[src/rtl/pipe_ctrl_pkg.sv]
// pipe_ctrl_pkg: shared definitions for the pipeline controller.
//   - stall vector encodings ([0]=PC .. [5]=WB hold)
//   - MIPS exception codes as they appear on excepttype_i
//   - exception-sequencer FSM state encoding
//   - stall_merge(): priority merge of per-stage stall requests
package pipe_ctrl_pkg;

   localparam logic [5:0] STALL_NONE  = 6'b000000;
   localparam logic [5:0] STALL_IF_ID = 6'b000111;
   localparam logic [5:0] STALL_EX    = 6'b001111;
   localparam logic [5:0] STALL_MEM   = 6'b011111;
   localparam logic [5:0] STALL_ALL   = 6'b111111;

   localparam logic [31:0] EXC_INT          = 32'h0000_0001;
   localparam logic [31:0] EXC_SYSCALL      = 32'h0000_0008;
   localparam logic [31:0] EXC_INST_INVALID = 32'h0000_0009;
   localparam logic [31:0] EXC_TRAP         = 32'h0000_000D;
   localparam logic [31:0] EXC_OV           = 32'h0000_000C;
   localparam logic [31:0] EXC_ERET         = 32'h0000_000E;

   typedef enum logic [1:0] {
      ST_IDLE  = 2'd0,
      ST_WAIT  = 2'd1,
      ST_FLUSH = 2'd2
   } state_e;

   // The deepest requesting stage wins: holding a later stage must also
   // hold everything in front of it. IF and ID share an encoding because
   // an instruction-fetch miss cannot let ID advance either.
   function automatic logic [5:0] stall_merge(input logic req_if,
                                              input logic req_id,
                                              input logic req_ex,
                                              input logic req_mem);
      if (req_mem)               return STALL_MEM;
      else if (req_ex)           return STALL_EX;
      else if (req_id || req_if) return STALL_IF_ID;
      else                       return STALL_NONE;
   endfunction

endpackage

[src/rtl/pipe_ctrl_sat_counter.sv]
// sat_counter: synchronous up-counter that sticks at MAX.
//   clk, rst  - clock, synchronous active-high reset (count -> 0)
//   inc_i     - add one this cycle unless already at MAX
//   clr_i     - return to zero this cycle; wins over inc_i
//   count_o   - current count
module sat_counter #(
   parameter int               WIDTH = 8,
   parameter logic [WIDTH-1:0] MAX   = '1
) (
   input  logic             clk,
   input  logic             rst,
   input  logic             inc_i,
   input  logic             clr_i,
   output logic [WIDTH-1:0] count_o
);

   logic [WIDTH-1:0] count_q, count_d;

   // NOTE: every variable assigned in always_comb gets a default first;
   // otherwise an untaken branch would infer a latch.
   always_comb begin
      count_d = count_q;
      if (clr_i)
         count_d = '0;
      else if (inc_i && (count_q != MAX))
         count_d = count_q + WIDTH'(1);
   end

   // NOTE: flops take only non-blocking assignments so every register
   // samples its pre-edge inputs regardless of process ordering.
   always_ff @(posedge clk) begin
      if (rst) count_q <= '0;
      else     count_q <= count_d;
   end

   assign count_o = count_q;

endmodule

[src/rtl/pipe_ctrl.sv]
// pipe_ctrl: central pipeline controller for the 5-stage MIPS core.
//   clk, rst           - clock, synchronous active-high reset
//   stallreq_from_*    - per-stage stall requests (if, id, ex, mem)
//   excepttype_i       - exception code of the instruction in MEM, 0 = none
//   cp0_epc_i          - current CP0 EPC, return target for eret
//   stall              - hold vector [0]=PC .. [5]=WB
//   flush              - clear all pipeline registers (one cycle)
//   new_pc             - redirect target, valid while flush=1, held otherwise
//   exc_busy_o         - exception sequencer not idle
//   stall_cycles_o     - saturating count of cycles with stall[0]=1
//   wdog_o             - sticky: WDOG_LIMIT consecutive stalled cycles seen
module pipe_ctrl
   import pipe_ctrl_pkg::*;
#(
   parameter logic [31:0] EXC_VECTOR = 32'h0000_0020,
   parameter int          WDOG_LIMIT = 1024,
   parameter int          CNT_W      = 32
) (
   input  logic             clk,
   input  logic             rst,
   input  logic             stallreq_from_if,
   input  logic             stallreq_from_id,
   input  logic             stallreq_from_ex,
   input  logic             stallreq_from_mem,
   input  logic [31:0]      excepttype_i,
   input  logic [31:0]      cp0_epc_i,
   output logic [5:0]       stall,
   output logic             flush,
   output logic [31:0]      new_pc,
   output logic             exc_busy_o,
   output logic [CNT_W-1:0] stall_cycles_o,
   output logic             wdog_o
);

   localparam int              WD_W   = $clog2(WDOG_LIMIT + 1);
   localparam logic [WD_W-1:0] WD_MAX = WD_W'(WDOG_LIMIT);

   state_e      state_q, state_d;
   logic [31:0] code_q, code_d;
   logic [31:0] epc_q, epc_d;
   logic [31:0] new_pc_q, new_pc_d;
   logic        wdog_q, wdog_d;
   logic [5:0]  stall_c;
   logic [WD_W-1:0] wd_cnt;

   always_comb begin
      state_d  = state_q;
      code_d   = code_q;
      epc_d    = epc_q;
      new_pc_d = new_pc_q;
      stall_c  = STALL_NONE;

      unique case (state_q)
         ST_IDLE: begin
            if (excepttype_i != 32'd0) begin
               code_d  = excepttype_i;
               epc_d   = cp0_epc_i;
               stall_c = STALL_ALL;
               // A data access already on the bus must complete before the
               // pipeline may be cleared, or memory would see half a transfer.
               state_d = stallreq_from_mem ? ST_WAIT : ST_FLUSH;
            end else begin
               stall_c = stall_merge(stallreq_from_if, stallreq_from_id,
                                     stallreq_from_ex, stallreq_from_mem);
            end
         end
         ST_WAIT: begin
            stall_c = STALL_ALL;
            if (!stallreq_from_mem) state_d = ST_FLUSH;
         end
         ST_FLUSH: begin
            stall_c = STALL_NONE;
            state_d = ST_IDLE;
         end
         default: state_d = ST_IDLE;
      endcase

      // Target is registered on entry to FLUSH so new_pc is a clean flop
      // output; code_d/epc_d cover the direct IDLE->FLUSH path.
      if (state_d == ST_FLUSH)
         new_pc_d = (code_d == EXC_ERET) ? epc_d : EXC_VECTOR;

      if (rst) stall_c = STALL_NONE;
   end

   always_ff @(posedge clk) begin
      if (rst) begin
         state_q  <= ST_IDLE;
         code_q   <= '0;
         epc_q    <= '0;
         new_pc_q <= '0;
         wdog_q   <= 1'b0;
      end else begin
         state_q  <= state_d;
         code_q   <= code_d;
         epc_q    <= epc_d;
         new_pc_q <= new_pc_d;
         wdog_q   <= wdog_d;
      end
   end

   sat_counter #(.WIDTH(CNT_W)) u_perf_cnt (
      .clk     (clk),
      .rst     (rst),
      .inc_i   (stall_c[0]),
      .clr_i   (1'b0),
      .count_o (stall_cycles_o)
   );

   sat_counter #(.WIDTH(WD_W), .MAX(WD_MAX)) u_wdog_cnt (
      .clk     (clk),
      .rst     (rst),
      .inc_i   (stall_c[0]),
      .clr_i   (!stall_c[0]),
      .count_o (wd_cnt)
   );

   // Trip on the same edge the watchdog count reaches the limit.
   always_comb begin
      wdog_d = wdog_q | (wd_cnt == WD_MAX) |
               (stall_c[0] && (wd_cnt == WD_MAX - WD_W'(1)));
   end

   assign stall      = stall_c;
   assign flush      = (state_q == ST_FLUSH);
   assign new_pc     = new_pc_q;
   assign exc_busy_o = (state_q != ST_IDLE);
   assign wdog_o     = wdog_q;

endmodule

[config.mk]
export PLATFORM = sky130hd
export DESIGN_NAME = pipe_ctrl
export DESIGN_NICKNAME = d
export VERILOG_FILES = /design/src/rtl/pipe_ctrl_pkg.sv /design/src/rtl/pipe_ctrl_sat_counter.sv /design/src/rtl/pipe_ctrl.sv
export SDC_FILE = /design/constraint.sdc
export NUM_CORES = 1
export LEC_CHECK = 0
export CAP_MARGIN = 30
export CORE_MARGIN = 5
export CORE_UTILIZATION = 40
export CTS_CLUSTER_DIAMETER = 40
export CTS_CLUSTER_SIZE = 20
export DETAILED_ROUTE_END_ITERATION = 12
export DONT_BUFFER_PORTS = 1
export SLEW_MARGIN = 40
export SYNTH_ARGS = -nofsm -noshare
export SYNTH_HDL_FRONTEND = slang
export SYNTH_SLANG_ARGS = --single-unit
[constraint.sdc]
create_clock -name clk -period 5.1 [get_ports clk]
set_clock_uncertainty 0.05 [all_clocks]
set_input_delay 0.255 -clock clk [delete_from_list [all_inputs] [get_ports clk]]
set_output_delay 0.255 -clock clk [all_outputs]
set_load 0.02 [all_outputs]
==> run metrics <==
Die X-Extent=135 um; top cells by area, synth=dfxtp_1 (46%), nand2_1 (9.2%), a21oi_1 (5.7%); IO Port Bufs=0; largest net degree at the start of global routing=92; cell taking the most area after synthesis=dfxtp_1; HP Start=rst; CTS root buffer=clkbuf_16; Tmin final=2770 ps; final instance area=7670 sq um; Area Growth Syn to Fin=23.4%; Startpoint Class=input pin; required time of the critical path=5410 ps; clk buf depth=2; Syn Inst Count=734; fill cell count=1384; # DRC=0; CP max FO=51; Die Height=135 um; proportion of layout cells with a drive suffix above 1=0.0813; Final WS setup=2330 ps; total placed instance area=6280 sq um; status=completed; clock sink count=142; TritonCTS buffer count=17; synthesized area per cell=8.47 sq um; Skew-Pair Late Insertion Delay=420 ps; sequential fraction of the synthesis area=0.457; drt total wl=17.3 mm; initial antenna violation count=0; DP HPWL=10.9 mm; Tcrit/Tclk final=0.544; setup tns final=0 ps; Worst slew margin=0.477; mapped cell area=6220 sq um; total of max-cap violations=0; post-route ant nets=0; drt wl/cell=17.8 um; Power Density=382 nW/um^2; routed vias/inst=5.68; Crit path arrival time=3080 ps; Rows=45; drt first pass iters=5; post-layout net count=847; fmax=360 MHz; vias in the first global route=5473; register bit count reported by yosys=142; share of the synthesized area in the top cell type=0.457; Post-synth EDFFs=0; Reg-to-Reg Start=state_q[0]; unrepaired setup endpoints after global routing=false; Starting Density=0.409; ANT cells=0; die area=18100 sq um; Primary FF master, synth=dfxtp_1; Iter 0 DRT Violations=293; Synth async-reset ratio=0; Clk pin slew, worst setup/hold paths=60 ps; DP Worst Slack=2060 ps; Synth Net Count=807; synth cell count leaders=nand2_1 (153), dfxtp_1 (142), a21oi_1 (71); yosys warns=0; fin. max-slew vios=0; Worst Hold Class=input pin to flop; Fin. Hold Viols=0; static leakage=3.04 nW; TritonCTS clock tree=yes; final core occ=0.505; WS Path Type=input pin to flop; Via Count=5541; CTS H-tree lvls=4; synth unique cells=53; grt ovf=0; gr usage total=0.191; core area=15200 sq um; most instantiated library cell after synthesis=nand2_1; RePlAce Congestion=0.823; # setup viols final=0; CP endpoint kind=flop; Worst-Margin Slew=782 ps; Worst VDD drop=0.000243 V; worst setup path start=excepttype_i[5]; first-pass GRT wire length=27.9 mm; Ports=143
final cells by class:
cell class,instances,area (sq um),share of cell area
clock buffer,23,498,0.0649
tap,188,235,0.0307
timing repair buffer,71,718,0.0936
inverter,11,42.5,0.00555
sequential,142,2840,0.371
clock inverter,9,203,0.0264
multi-input combinational,531,3130,0.408
stage by stage:
stage / power, W / hold WS (ps) / std cells
detailed placement: 0.00145 / 289 / 876
global placement: 0.00144 / 284 / 876
CTS: 0.00295 / 12.8 / 975
floorplan: 0.00141 / 286 / 734
finish: 0.00293 / 35.7 / 975
global route: 0.00304 / 20.1 / 975
layout by cell type (no fill, tap or decap), types with 4 or more instances in the layout:
cell and n:
a21o_1 29, xor2_1 6, clkbuf_16 17, nor4_2 5
nand4_1 16, buf_4 4, o22a_1 29, mux2i_1 6
dfxtp_1 142, clkbuf_8 5, nand2_1 152, xnor2_1 24
dlygate4sd3_1 66, nand3_1 16, nor3_1 17, and3_1 33
o21ai_0 6, nor4b_1 6, or3_1 4, nor2_1 46
a21oi_1 71, bufinv_16 6, inv_1 10, nor4_1 19
per-layer routing:
| layer | vias up | wire length [um] | GRT usage |
|---|---|---|---|
| met5 | - | 0 | 0 |
| met4 | 0 | 327 | 0.0741 |
| met3 | 26 | 1500 | 0.0723 |
| met2 | 205 | 8170 | 0.309 |
| met1 | 2650 | 7310 | 0.230 |
| li1 | 2660 | - | - |
kinds of logic after synthesis:
logic type / share of synthesized area
simple gates: 0.275
compound gates: 0.162
flops: 0.457
buf+inv: 0.0443
xor+xnor: 0.0423
mux: 0.0133
fa+ha+maj: 0.00604
registers in the layout, summed over array words and instances (netlist names):
name / count
wdog_o: 1
state_q: 2
new_pc: 32
code_q: 32
u_wdog_cnt.count_o: 11
u_perf_cnt.count_o: 32
epc_q: 32
critical path, cell delays in order:
cell and delay, ps:
nor4_2 410, nand2_1 340, o31ai_4 660, buf_4 580
nand2_1 100, a21oi_1 160, dlygate4sd3_1 560
power by group:
part           total [W]  internal [W]  switching (W)
Combinational   0.000258      0.000114       0.000144
Sequential       0.00123       0.00117      0.0000606
Clock            0.00144      0.000983       0.000458
Total            0.00293       0.00226       0.000662
repair_timing:
item	4_1_cts	5_1_grt
resized for setup	0	0
setup endpoints to repair	0	0
setup buffers	0	0
hold buffers	67	0
hold endpoints to repair	93	0
path summary, 6_finish.rpt:
| check | cells past startpoint | endpoint | slack, ps |
|---|---|---|---|
| min | 2 | new_pc[31] | 40 |
| max | 7 | epc_q[2] | 2330 |
| max reg2reg | 6 | epc_q[2] | 2380 |
| min reg2reg | 2 | code_q[8] | 400 |
(Power assumes the default switching activity.)
